### config.mk
export PLATFORM = sky130hd
export DESIGN_NAME = ber_error_counter
export DESIGN_NICKNAME = d
export VERILOG_FILES = /design/src/rtl/ber_error_counter.sv
export SDC_FILE = /design/constraint.sdc
export NUM_CORES = 1
export LEC_CHECK = 0
export ABC_AREA = 1
export CAP_MARGIN = 10
export CORE_MARGIN = 2
export CORE_UTILIZATION = 35
export CTS_CLUSTER_DIAMETER = 120
export DETAILED_ROUTE_END_ITERATION = 16
export GPL_TIMING_DRIVEN = 0
export SLEW_MARGIN = 20
export SYNTH_ARGS = -nofsm -noshare
export SYNTH_HDL_FRONTEND = slang
export SYNTH_SLANG_ARGS = --single-unit
### constraint.sdc
create_clock -name clk -period 8.2 [get_ports clk]
set_input_delay 1.64 -clock clk [delete_from_list [all_inputs] [get_ports clk]]
set_output_delay 1.64 -clock clk [all_outputs]
set_load 0.01 [all_outputs]
### src/rtl/ber_error_counter.sv
// ber_error_counter: receive-side bit error ratio measurement stage.
// Compares each received byte against the regenerated reference byte. Over a
// programmable window of bytes it accumulates the mismatched-bit count and the
// total number of bits checked.
//
// Ports:
//   clk, rst       rising-edge clock, asynchronous active-high reset
//   start          one-cycle request to begin a window (accepted in IDLE/DONE)
//   window_len     bytes to check, latched on an accepted start
//   rx_valid       qualifier for rx_data/ref_data
//   rx_data        received (possibly corrupted) byte
//   ref_data       expected byte, aligned with rx_data
//   busy           window in progress, including the flush cycle
//   done           one-cycle pulse when the results are final
//   err_count      accumulated mismatched bits (saturating)
//   bit_count      accumulated checked bits (saturating)
//   err_seen       sticky: a mismatch was accumulated in this window
module ber_error_counter #(
    parameter int unsigned DATA_W = 8,
    parameter int unsigned CNT_W  = 32,
    parameter int unsigned LEN_W  = 16
) (
    input  logic              clk,
    input  logic              rst,
    input  logic              start,
    input  logic [LEN_W-1:0]  window_len,
    input  logic              rx_valid,
    input  logic [DATA_W-1:0] rx_data,
    input  logic [DATA_W-1:0] ref_data,
    output logic              busy,
    output logic              done,
    output logic [CNT_W-1:0]  err_count,
    output logic [CNT_W-1:0]  bit_count,
    output logic              err_seen
);

    localparam int unsigned POP_W = $clog2(DATA_W + 1);
    localparam int unsigned EXT_W = CNT_W + POP_W;
    localparam logic [CNT_W-1:0] CNT_MAX = '1;

    typedef enum logic [1:0] {
        ST_IDLE,
        ST_RUN,
        ST_FLUSH,
        ST_DONE
    } state_t;

    state_t             state_q, state_d;
    logic               busy_q, busy_d;
    logic               done_q, done_d;
    logic [CNT_W-1:0]   err_q, err_d;
    logic [CNT_W-1:0]   bits_q, bits_d;
    logic               seen_q, seen_d;
    logic [LEN_W-1:0]   bcnt_q, bcnt_d;
    logic [LEN_W-1:0]   len_q, len_d;
    logic               s1v_q, s1v_d;
    logic [POP_W-1:0]   s1pop_q, s1pop_d;

    logic [DATA_W-1:0]  diff_c;
    logic [POP_W-1:0]   pop_c;

    // Add with clamp at all-ones; the wide sum cannot overflow.
    function automatic logic [CNT_W-1:0] sat_add(input logic [CNT_W-1:0] a,
                                                 input logic [POP_W-1:0] b);
        logic [EXT_W-1:0] s;
        s = EXT_W'(a) + EXT_W'(b);
        if (s > EXT_W'(CNT_MAX)) begin
            return CNT_MAX;
        end
        return CNT_W'(s);
    endfunction

    // Number of mismatched bits in the current byte.
    always_comb begin
        diff_c = rx_data ^ ref_data;
        pop_c  = '0;
        for (int i = 0; i < int'(DATA_W); i++) begin
            pop_c = pop_c + POP_W'(diff_c[i]);
        end
    end

    // Next-state and datapath update.
    always_comb begin
        state_d = state_q;
        busy_d  = busy_q;
        done_d  = 1'b0;
        err_d   = err_q;
        bits_d  = bits_q;
        seen_d  = seen_q;
        bcnt_d  = bcnt_q;
        len_d   = len_q;
        s1v_d   = 1'b0;
        s1pop_d = s1pop_q;

        // Stage 2: fold the previous byte's popcount into the totals.
        if (s1v_q) begin
            err_d  = sat_add(err_q, s1pop_q);
            seen_d = seen_q | (s1pop_q != '0);
        end

        unique case (state_q)
            ST_IDLE, ST_DONE: begin
                if (start) begin
                    state_d = (window_len == '0) ? ST_FLUSH : ST_RUN;
                    busy_d  = 1'b1;
                    err_d   = '0;
                    bits_d  = '0;
                    seen_d  = 1'b0;
                    bcnt_d  = '0;
                    len_d   = window_len;
                end
            end
            ST_RUN: begin
                if (rx_valid) begin
                    s1v_d   = 1'b1;
                    s1pop_d = pop_c;
                    bits_d  = sat_add(bits_q, POP_W'(DATA_W));
                    bcnt_d  = bcnt_q + LEN_W'(1);
                    if (bcnt_d == len_q) begin
                        state_d = ST_FLUSH;
                    end
                end
            end
            ST_FLUSH: begin
                state_d = ST_DONE;
                busy_d  = 1'b0;
                done_d  = 1'b1;
            end
            default: begin
                state_d = ST_IDLE;
            end
        endcase
    end

    // State and output registers.
    always_ff @(posedge clk or posedge rst) begin
        if (rst) begin
            state_q <= ST_IDLE;
            busy_q  <= 1'b0;
            done_q  <= 1'b0;
            err_q   <= '0;
            bits_q  <= '0;
            seen_q  <= 1'b0;
            bcnt_q  <= '0;
            len_q   <= '0;
            s1v_q   <= 1'b0;
            s1pop_q <= '0;
        end else begin
            state_q <= state_d;
            busy_q  <= busy_d;
            done_q  <= done_d;
            err_q   <= err_d;
            bits_q  <= bits_d;
            seen_q  <= seen_d;
            bcnt_q  <= bcnt_d;
            len_q   <= len_d;
            s1v_q   <= s1v_d;
            s1pop_q <= s1pop_d;
        end
    end

    assign busy      = busy_q;
    assign done      = done_q;
    assign err_count = err_q;
    assign bit_count = bits_q;
    assign err_seen  = seen_q;

endmodule

==> results of run 1 <==
[layer usage]
metal / track usage [%] / wire length (µm) / vias up
li1: - / - / 3514
met1: 26.76 / 9407 / 3193
met2: 31.87 / 9541 / 154
met3: 2.191 / 833 / 22
met4: 5.721 / 342 / 0
met5: 0 / 0 / -
[Yosys cell counts, types with 4 or more instances]
| master | count | area [µm²] |
|---|---|---|
| a31oi_1 | 11 | 68.82 |
| xor2_1 | 37 | 324.1 |
| nand2_1 | 249 | 934.7 |
| fa_1 | 5 | 100.1 |
| nand3b_1 | 4 | 30.03 |
| nor2_2 | 8 | 50.05 |
| nand3_1 | 74 | 370.4 |
| inv_1 | 155 | 581.8 |
| a21oi_1 | 10 | 50.05 |
| o22ai_1 | 36 | 225.2 |
| nand2_2 | 35 | 219.0 |
| xnor2_1 | 13 | 113.9 |
| dfrtp_1 | 104 | 2603 |
| ha_1 | 12 | 150.1 |
| nor2_1 | 115 | 431.7 |
| clkbuf_1 | 22 | 82.58 |
| o21ai_0 | 52 | 260.3 |
| nor4_1 | 4 | 25.02 |
| nand4_1 | 19 | 118.9 |
| nor3_1 | 14 | 70.07 |
| o211ai_1 | 14 | 105.1 |
[flip-flops by register name (all words and copies together), names as in the netlist]
signal	count
bcnt_q	16
bit_count	30
busy	1
done	1
err_count	32
err_seen	1
len_q	16
s1pop_q	4
s1v_q	1
state_q	2
[power groups by stage]
| stage | clock network (µW) | logic [µW] | registers, µW |
|---|---|---|---|
| final | 459 | 938 | 793 |
| after global routing | 491 | 1070 | 814 |
| after CTS | 470 | 951 | 791 |
| after detailed placement | 0 | 946 | 798 |
| after global placement | 0 | 931 | 800 |
| after floorplan | 0 | 580 | 786 |
[final cells by class]
type | count | area, µm² | area share [%]
multi-input cells | 730 | 3857 | 43.35
flip-flops and latches | 104 | 2603 | 29.25
repair buffers | 103 | 1049 | 11.78
inverters | 157 | 594.3 | 6.679
well taps | 270 | 337.8 | 3.796
clock buffers | 11 | 242.7 | 2.728
plain buffers | 31 | 151.4 | 1.701
clock inverters | 5 | 63.81 | 0.7171
[worst paths after layout]
path | slack (ns) | from | endpoint
worst min-delay path | 0.51 | state_q[1] | state_q[1]
worst max-delay path | 3.77 | rx_data[1] | s1pop_q[2]
worst max register to register | 5.19 | err_count[0] | err_count[9]
min in group asynchronous | 1.70 | rst | err_count[24]
worst min register to register | 0.51 | state_q[1] | state_q[1]
max in group asynchronous | 5.87 | rst | len_q[15]
[through the flow]
| stage | total power [µW] | hold slack [ns] | setup slack [ns] |
|---|---|---|---|
| finish | 2190 | 0.5131 | 3.775 |
| global route | 2370 | 0.5343 | 3.597 |
| CTS | 2212 | 0.5107 | 3.720 |
| detailed placement | 1744 | 0.4920 | 3.353 |
| global placement | 1731 | 0.4863 | 2.031 |
| floorplan | 1366 | 0.4661 | 3.828 |
[critical path, delay by kind of cell]
family / cells / cell delay, ns
fa+ha+maj: 5 / 2.11
xor+xnor: 2 / 0.34
compound gates: 1 / 0.16
buf+inv: 1 / 0.47
[kinds of logic after synthesis]
group	synth area share, %
AND/OR/NAND/NOR	32.74
XOR/XNOR	7.020
flip-flops	36.14
adder cells (fa/ha/maj)	3.475
AO/OA/AOI/OAI	10.34
buffers and inverters	10.29
==> results.toml, run 1 <==
[outcome]
status = "completed"

[setup_path]
cpMaxStageDelayCell = "fa_1"
crit_fanout = 2
endpoint_kind = "register"
max_stage_delay_ns = 0.52
critPathLaunchType = "input port"
crit_top_cell = "fa_1"
required_ns = 8.48
critPathArrivalTime_ns = 4.70
reg2reg_depth = 15
path_class = "input port to register"
crit_chain = "clkdlybuf4s50_1, xor2_1, fa_1, fa_1, fa_1, ha_1, fa_1, xnor2_1, o21ai_0"

[cts]
cts_buffers = 9
holdBufCountCts = 0
path_clk_slew_ns = 0.08
ctsLongestPathBuffers = 2
cts_root_buf = "clkbuf_16"
cts_tree = "built"
cts_max_level = 3
cts_setup_buffers = 0
clkLatencyLatePin_ns = 0.36
clock-sinks = 104
cts_resized = 0

[timing]
fmax_mhz = 226.0
fin_crit_sh_pct = 53.96
hold_viol_final = 0
setup_viol = 0
period_needed_ns = 4.425
fin_tns_setup_ns = 0
finalClockSkew_ns = 0.007786
maxSlewViolCount = 0
tightest_slew_ns = 0.5951
maxSlewHeadroom_pct = 60.33
rsz0062_at_grt = "false"

[drt]
first_iter_violations = 505
ant_nets = 0
wl_per_cell_um = 14.26
drtPass1Iterations = 5
drc = 0
vias = 6883
wirelength_mm = 20.13
via_per_inst = 4.878

[die]
rows = 52
die_area_mm2 = 0.02174
die_y_um = 147.4
die_w_um = 147.4
ios = 103
core_area_mm2 = 0.02023
initial_core_util_pct = 35.59

[synth]
avgSynthCellArea_um2 = 7.046
ys_async_sr_fraction_pct = 100.0
synth_warnings = 0
synth-seq-area-share_pct = 36.14
synth_flop_cell = "dfrtp_1"
syn_area_mm2 = 0.007201
netlist-cell-type-count = 37
ys_seq_elements = 104
synth_edf_count = 0
syn-num-nets = 1075
netlist_instances = 1022

[global_route]
antenna_found_initial = 0
grt_pass1_wl_mm = 33.58
grt_usage_pct = 19.28
grt_max_degree = 54
overflow = 0
grt_pass1_vias = 6497

[job]
max-cap-violations = 0

[placed_design]
placed_area_mm2 = 0.008592
dp_cells = 1395
dp_hpwl_mm = 15.61
io_buffers = 102
globalplace.congestion = 0.9052

[power]
power.share.combinational_pct = 42.8
seqPwrFrac_pct = 36.2
power_leakage_uw = 0.003792
power.density_mw_per_mm2 = 246.1
netSwitchingFraction_pct = 41.43
power.share.clock_pct = 21.0
power_switching_uw = 907.3
vdd_drop_max_mv = 0.1383
p_int_uw = 1282

[layout]
area_growth_pct = 23.58
final_cell_mix = "nand2_1, inv_1, nor2_1"
instances_no_fill = 1411
drive_gt1_share_pct = 6.836
antenna_cells = 0
nets = 1189
fin_util_pct = 43.98
fillerInstances = 2084
mostFrequentLayoutCell = "nand2_1"
design_area_mm2 = 0.008899

[hold_path]
hp-class = "register to register"
hold_depth = 2
Note: power is estimated with default switching activity, not from simulation.
==> inputs of run 2 (changes only) <==
- clock period: 8.2 -> 4.6 ns (I/O delays scaled with it)
==> results of run 2 <==
Same layout as run 1 (identical final DEF). Status: completed.
Main changes from that run: setup slack after placement 3.353 ns -> 0.4725 ns; setup slack after layout 3.775 ns -> 0.8949 ns; register-to-register setup slack 5.19 ns -> 1.59 ns; total power 2190 µW -> 3904 µW; worst IR drop on VDD 0.1383 mV -> 0.2466 mV
